==> config.mk <==
export PLATFORM = sky130hd
export DESIGN_NAME = noc_inject_arbiter
export DESIGN_NICKNAME = d
export VERILOG_FILES = /design/src/rtl/noc_flit_pkg.sv /design/src/rtl/noc_credit_counter.sv /design/src/rtl/noc_inject_arbiter.sv
export SDC_FILE = /design/constraint.sdc
export NUM_CORES = 1
export LEC_CHECK = 0
export ABC_AREA = 1
export ABC_CLOCK_PERIOD_IN_PS = 6500
export CORE_AREA = 5 5 250 252
export CTS_BUF_LIST = sky130_fd_sc_hd__clkbuf_8 sky130_fd_sc_hd__clkbuf_16
export DETAILED_ROUTE_END_ITERATION = 10
export DIE_AREA = 0 0 255 257
export GPL_TIMING_DRIVEN = 0
export HOLD_SLACK_MARGIN = 0.08
export PLACE_DENSITY = 0.47
export SETUP_SLACK_MARGIN = 0.3
export SYNTH_ARGS = -nofsm -noshare
export SYNTH_HDL_FRONTEND = slang
export SYNTH_HIERARCHICAL = 1
export SYNTH_SLANG_ARGS = --single-unit
==> constraint.sdc <==
create_clock -name clk -period 6.5 [get_ports clk]
set_input_delay 1.95 -clock clk [delete_from_list [all_inputs] [get_ports clk]]
set_output_delay 1.95 -clock clk [all_outputs]
set_load 0.01 [all_outputs]
==> src/rtl/noc_flit_pkg.sv <==
// Shared definitions for the NoC injection path.
// Contents:
//   FLIT_*_OFS  - control-field positions, as offsets from the flit MSB
//                 (bit = WIDTH - offset), so they hold for any flit width
//   arb_state_e - injection arbiter FSM state
//   safe_clog2  - clog2 that never returns 0, so 1-entry fields keep one bit
package noc_flit_pkg;

  localparam int FLIT_VALID_OFS = 1;
  localparam int FLIT_HEAD_OFS  = 2;
  localparam int FLIT_TAIL_OFS  = 3;
  // MSB of the VC field; dest and payload sit directly below it.
  localparam int FLIT_VC_OFS    = 4;

  typedef enum logic {
    ARB_IDLE   = 1'b0,
    ARB_LOCKED = 1'b1
  } arb_state_e;

  function automatic int safe_clog2(input int n);
    return (n > 1) ? $clog2(n) : 1;
  endfunction

endpackage

==> src/rtl/noc_credit_counter.sv <==
// Credit counter for one virtual channel.
// Ports:
//   clk, reset - clock, asynchronous active-high reset (count -> VC_DEPTH)
//   dec        - a flit was sent on this VC this cycle
//   inc        - credit-return pulse from the router
//   count      - credits currently available, 0..VC_DEPTH
//   overflow   - credit returned while already full (count saturates)
module noc_credit_counter #(
  parameter int VC_DEPTH = 8,
  parameter int CW       = $clog2(VC_DEPTH + 1)
) (
  input  logic          clk,
  input  logic          reset,
  input  logic          dec,
  input  logic          inc,
  output logic [CW-1:0] count,
  output logic          overflow
);

  logic full;

  assign full     = (count == CW'(VC_DEPTH));
  // A return that coincides with a send is balanced and therefore cannot overflow.
  assign overflow = inc && !dec && full;

  always_ff @(posedge clk or posedge reset) begin
    if (reset) begin
      count <= CW'(VC_DEPTH);
    end else if (inc && !dec) begin
      if (!full) count <= count + 1'b1;
    end else if (dec && !inc) begin
      count <= count - 1'b1;
    end
  end

endmodule

==> src/rtl/noc_inject_arbiter.sv <==
// Injection-port arbiter: NUM_REQ requesters share one router injection port.
// Whole packets are granted round-robin and never interleaved. A VC is chosen
// per packet from the credit counters and written into the flit's VC field.
// Ports:
//   clk, reset  - clock, asynchronous active-high reset
//   i_flit_in   - per-requester flit: valid/head/tail at the MSBs, then VC, dest, payload
//   o_ready     - one-hot accept (combinational), forced low during reset
//   o_flit_out  - registered accepted flit; all zeros when nothing was accepted
//   i_credits   - per-VC credit-return pulse
//   o_err       - sticky: orphan body flit, head inside a packet, or credit overflow
//
// state      | meaning
// -----------+------------------------------------------------------------
// ARB_IDLE   | between packets; round-robin search for a head from rr_q
// ARB_LOCKED | packet in flight from lock_req_q on lock_vc_q until its tail
module noc_inject_arbiter
  import noc_flit_pkg::*;
#(
  parameter int WIDTH    = 128,
  parameter int N        = 16,
  parameter int NUM_VC   = 2,
  parameter int NUM_REQ  = 4,
  parameter int VC_DEPTH = 8
) (
  input  logic               clk,
  input  logic               reset,
  input  logic [WIDTH-1:0]   i_flit_in [0:NUM_REQ-1],
  output logic [NUM_REQ-1:0] o_ready,
  output logic [WIDTH-1:0]   o_flit_out,
  input  logic [NUM_VC-1:0]  i_credits,
  output logic               o_err
);

  localparam int ADDRESS_WIDTH    = safe_clog2(N);
  localparam int VC_ADDRESS_WIDTH = safe_clog2(NUM_VC);
  localparam int RW               = safe_clog2(NUM_REQ);
  localparam int CW               = $clog2(VC_DEPTH + 1);
  localparam int POS_VALID        = WIDTH - FLIT_VALID_OFS;
  localparam int POS_HEAD         = WIDTH - FLIT_HEAD_OFS;
  localparam int POS_TAIL         = WIDTH - FLIT_TAIL_OFS;
  localparam int POS_VC           = WIDTH - FLIT_VC_OFS;
  localparam int POS_DEST         = POS_VC - VC_ADDRESS_WIDTH;
  localparam int POS_REST         = POS_DEST - ADDRESS_WIDTH;

  arb_state_e                  state_q, state_d;
  logic [RW-1:0]               rr_q, rr_d;
  logic [RW-1:0]               lock_req_q, lock_req_d;
  logic [VC_ADDRESS_WIDTH-1:0] lock_vc_q, lock_vc_d;

  logic [CW-1:0]               credit_cnt [NUM_VC];
  logic [NUM_VC-1:0]           credit_ok, credit_dec, credit_ovf;

  logic [NUM_REQ-1:0]          ready;
  logic                        send;
  logic [RW-1:0]               send_req;
  logic [VC_ADDRESS_WIDTH-1:0] send_vc;
  logic                        err_set;

  logic                        head_found, body_found;
  logic [RW-1:0]               head_idx, body_idx, cand;
  logic [VC_ADDRESS_WIDTH-1:0] low_vc;
  logic [WIDTH-1:0]            sel_flit, send_flit;

  function automatic logic [RW-1:0] next_req(input logic [RW-1:0] r);
    return (int'(r) == NUM_REQ - 1) ? '0 : r + 1'b1;
  endfunction

  function automatic logic [RW-1:0] rr_index(input logic [RW-1:0] base, input int off);
    int k;
    k = int'(base) + off;
    if (k >= NUM_REQ) k = k - NUM_REQ;
    return k[RW-1:0];
  endfunction

  for (genvar g = 0; g < NUM_VC; g++) begin : g_vc
    noc_credit_counter #(
      .VC_DEPTH (VC_DEPTH),
      .CW       (CW)
    ) u_credit (
      .clk      (clk),
      .reset    (reset),
      .dec      (credit_dec[g]),
      .inc      (i_credits[g]),
      .count    (credit_cnt[g]),
      .overflow (credit_ovf[g])
    );
    assign credit_ok[g]  = |credit_cnt[g];
    assign credit_dec[g] = send && (send_vc == VC_ADDRESS_WIDTH'(g));
  end

  // Candidate search: lowest VC with credit, first head at/after rr_q, and
  // lowest-index orphan body flit.
  always_comb begin
    head_found = 1'b0;
    head_idx   = '0;
    body_found = 1'b0;
    body_idx   = '0;
    low_vc     = '0;
    cand       = '0;
    for (int v = NUM_VC - 1; v >= 0; v--) begin
      if (credit_ok[v]) low_vc = VC_ADDRESS_WIDTH'(v);
    end
    for (int i = 0; i < NUM_REQ; i++) begin
      cand = rr_index(rr_q, i);
      if (!head_found && i_flit_in[cand][POS_VALID] && i_flit_in[cand][POS_HEAD]) begin
        head_found = 1'b1;
        head_idx   = cand;
      end
    end
    for (int i = NUM_REQ - 1; i >= 0; i--) begin
      if (i_flit_in[i][POS_VALID] && !i_flit_in[i][POS_HEAD]) begin
        body_found = 1'b1;
        body_idx   = RW'(i);
      end
    end
  end

  always_comb begin
    state_d    = state_q;
    rr_d       = rr_q;
    lock_req_d = lock_req_q;
    lock_vc_d  = lock_vc_q;
    ready      = '0;
    send       = 1'b0;
    send_req   = '0;
    send_vc    = '0;
    err_set    = 1'b0;
    case (state_q)
      ARB_IDLE: begin
        if (head_found && |credit_ok) begin
          send     = 1'b1;
          send_req = head_idx;
          send_vc  = low_vc;
          if (i_flit_in[head_idx][POS_TAIL]) begin
            rr_d = next_req(head_idx);
          end else begin
            state_d    = ARB_LOCKED;
            lock_req_d = head_idx;
            lock_vc_d  = low_vc;
          end
        end else if (body_found) begin
          // Orphan body: drain it so the requester cannot wedge the port.
          ready[body_idx] = 1'b1;
          err_set         = 1'b1;
        end
      end
      ARB_LOCKED: begin
        if (i_flit_in[lock_req_q][POS_VALID] && credit_ok[lock_vc_q]) begin
          send     = 1'b1;
          send_req = lock_req_q;
          send_vc  = lock_vc_q;
          // A second head inside a packet is forwarded as body but flagged.
          if (i_flit_in[lock_req_q][POS_HEAD]) err_set = 1'b1;
          if (i_flit_in[lock_req_q][POS_TAIL]) begin
            state_d = ARB_IDLE;
            rr_d    = next_req(lock_req_q);
          end
        end
      end
      default: state_d = ARB_IDLE;
    endcase
    if (send) ready[send_req] = 1'b1;
    if (reset) begin
      ready   = '0;
      send    = 1'b0;
      err_set = 1'b0;
    end
  end

  assign o_ready  = ready;
  assign sel_flit = i_flit_in[send_req];
  assign send_flit = {sel_flit[WIDTH-1:POS_VC+1], send_vc,
                      sel_flit[POS_DEST -: ADDRESS_WIDTH], sel_flit[POS_REST:0]};

  always_ff @(posedge clk or posedge reset) begin
    if (reset) begin
      state_q    <= ARB_IDLE;
      rr_q       <= '0;
      lock_req_q <= '0;
      lock_vc_q  <= '0;
      o_flit_out <= '0;
      o_err      <= 1'b0;
    end else begin
      state_q    <= state_d;
      rr_q       <= rr_d;
      lock_req_q <= lock_req_d;
      lock_vc_q  <= lock_vc_d;
      o_flit_out <= send ? send_flit : '0;
      o_err      <= o_err | err_set | (|credit_ovf);
    end
  end

endmodule

==> metrics.txt <==
run status=finished, final reports clean; CP cell instances=clkdlybuf4s50_1 > nand2_2 > nand2_1 > nand3_1 > nand2_1 > nor2_2 > nand3_2 > nand2_4 > a21oi_4 > buf_12 > nand2_2 > buf_12 > buf_6 > inv_2 > nand2_1 > a21oi_2 > buf_2; Syn Area/Cell=6.213 µm²; total power divided by cell area=502.4 mW/mm²; DPL Wire Length=53.07 mm; Filler cells=approximately 6600; CP Launch Type=input port; Worst Clk Skew=about 0.015 ns; RR Endpoint=g_vc[1].u_credit/count[3]; worst vdd ir=slightly above 0.2 mV; initial antenna violation count=15; largest net degree at the start of global routing=between 70 and 80; main combinational cell family by area after synthesis=simple AND/OR/NAND/NOR gates; Fmax achieved=0.1631 GHz; initial drt markers=just under 1000; Max-Cap Viols=0; hold path depth=2; Multi-input gate area=between 0.006 and 0.007 mm²; average wire per cell in the routed design=20.93 µm; final core occ=0.3113; Routed Antenna Nets=0; vias in the first global route=14156; top cells by area, synth=dfrtp_1 34%, nand2_1 31%, nand3_1 14%; H-tree Lvls=4; CP endpoint kind=output port; synth warn=6; period utilization=0.9431; CP arrival=about 4.2 ns; slowest stage delay, CP=0.49 ns; final layout net count=2872; final hold vios=0; Final GP Congestion=about 0.92; FF+latch area=~0.0036 mm²; DR vias/cell=roughly 4.4; WHS Endpoint=lock_vc_q; routed wl met3=4.762 mm; Synth Flop Type=dfrtp_1; Seq pwr share=0.135; r2r startpoint=rr_q[0]; DIE AREA=0.06554 mm²; global-route wire length before repair=92.72 mm; Leak Pwr=8.823 nW; register area share after synthesis=0.3437; top sig layer=met5; Cell variety after synth=35; count leader, synth=nand2_1; Max Fanout on Critical Path=10; Post-Synth Adder-Cell Area=0.008647; Reg2Reg Depth=24; final wirelength=65.98 mm; multiplexer share of the synthesized area=0; # rows=90; Hold Crit Start=lock_vc_q; Buffers on Ports=644; crit path kind=input port to output port; GRT Residual Overflow=0; CORE AREA=0.05991 mm²; clock group share of total power=0.108; share of synthesized registers carrying an async set or reset=1.000; CTS tree=built; Final min period=6.130 ns; Initial Utilization=0.1739; Clock transition at path regs=0.06 ns; r2r setup slk=2.52 ns; Syn Inst Count=between 1500 and 2000; Die W=255 µm; CTS Sinks=143; Sw Share=0.5594; worst path required time=4.55 ns; Post-route DRC=0; final worst slack=0.3701 ns; Slew Viols, Final=0; Layout Area Growth over Synthesis=78.98%; CTS Buf Count=17; Vias=13756; endpoints failing setup=0; Tightest Pin Transition=0.8200 ns; Die Height=257 µm; syn_nets=2199; Yosys top cell by area=dfrtp_1; Critical Path Most Common Cell=nand2_1; clk_lat worst skew=0.49 ns; Min-Delay Path Class=flip-flop to flip-flop; metal2 WL=33.41 mm; XOR/XNOR share of the synthesized area=0.001681; P_sw=5.241 mW; synthesized area=0.01042 mm²; Top Ports=around 650; most frequent cells after synthesis=862 x nand2_1, 289 x nand3_1, 141 x dfrtp_1; combinational share of power=0.757; share of post-route cells with drive strength above 1=0.08972; RSZ-0062 raised after global routing=true; Post-Synth Simple-Gate Area=0.4787; DRT Pass-1 Iters=5; post-synthesis compound-gate area fraction=0.08166; Post-synth EDFFs=0; internal power=4.128 mW; clock root cell=clkbuf_16; WL met1=approximately 26 mm; Longest Clk Path Bufs=2; max_slew headroom=0.4534; CTS Hold Buffers Added=0; #FFs+latches synth=roughly 140; Post-Place Setup Slack=-1.033 ns; Slowest-stage cell, CP=clkdlybuf4s50_1; GRT Overall Usage=0.1919; top cell type's share of synthesized area=0.3387
logic make-up after synthesis:
family	Yosys count
compound gates	158
simple gates	1202
fa+ha+maj	6
xor+xnor	2
flops	143
buf+inv	166
stage by stage:
step                hold WS, ns  power [mW]  cell area [µm²]  TNS [ns]  std cells
finish                   0.5184       9.369            18650         0       3152
CTS                      0.5182       9.428            18560         0       3144
global route             0.5424       10.22            18650         0       3151
global placement         0.4976       8.211            17840   -316.41       3103
detailed placement       0.5064       8.224            17880    -3.524       3104
floorplan                0.4746       5.426            10420         0       1677
metal layers:
| metal | up-vias | track usage |
|---|---|---|
| met3 | 78 | 0.04918 |
| met1 | 6423 | 0.2275 |
| li1 | 6728 | - |
| met4 | 10 | 0.06306 |
| met5 | - | 0 |
| met2 | 517 | 0.3372 |
placed cells by master, fill, tap and decap left out, types with 17 or more instances in the layout:
cell and n:
nand2_1 853, clkdlybuf4s50_1 633, nand3_1 285, dfrtp_1 141, a21oi_1 124, buf_2 65
buf_4 31, inv_1 25, nor2_1 24, clkbuf_1 22, clkbuf_16 17
power groups by stage:
stage                     Combinational, mW  Sequential, mW  Clock, mW
after global placement                 6.93            1.28          0
after detailed placement               6.94            1.28          0
after CTS                              7.11            1.27       1.05
final                                  7.09            1.27       1.01
after floorplan                        4.07            1.36          0
after global routing                   7.84            1.29       1.08
worst max path at each step:
stage	from	endpoint	slack, ns	cells after the start
after floorplan	reset	lock_req_q[0]	0.92	1
after global placement	reset	o_flit_out[58]	-2.33	2
after detailed placement	i_flit_in[382]	o_ready[2]	-1.03	17
after CTS	i_flit_in[510]	o_ready[1]	0.30	16
after global routing	i_flit_in[510]	o_ready[3]	0.28	17
final	i_flit_in[510]	o_ready[1]	0.37	17
sequential cells by signal, indices dropped and copies added (netlist names):
name                 cells
o_flit_out             128
g_vc.u_credit/count      8
lock_req_q               2
rr_q                     2
lock_vc_q                1
o_err                    1
state_q                  1
worst max-delay path, delay by kind of cell:
family / cells / cell delay (ns)
buf+inv: 6 / 1.16
compound gates: 2 / 0.27
simple gates: 9 / 0.81
area by class of cell:
cell class	instances	area share
Tap cell	782	0.05247
Timing Repair Buffer	654	0.3501
Clock inverter	15	0.007917
Sequential cell	143	0.1920
Antenna cell	7	0.0009393
Inverter	40	0.008722
Multi-Input combinational cell	1368	0.3233
Buffer	126	0.04173
Clock buffer	17	0.02281
repair_timing:
item | 4_1_cts | 5_1_grt
pin swaps | 5 | 7
setup buffers | 8 | 1
resized for setup | 46 | 13
setup endpoints to repair | 4 | 4
(Power assumes the default switching activity.)
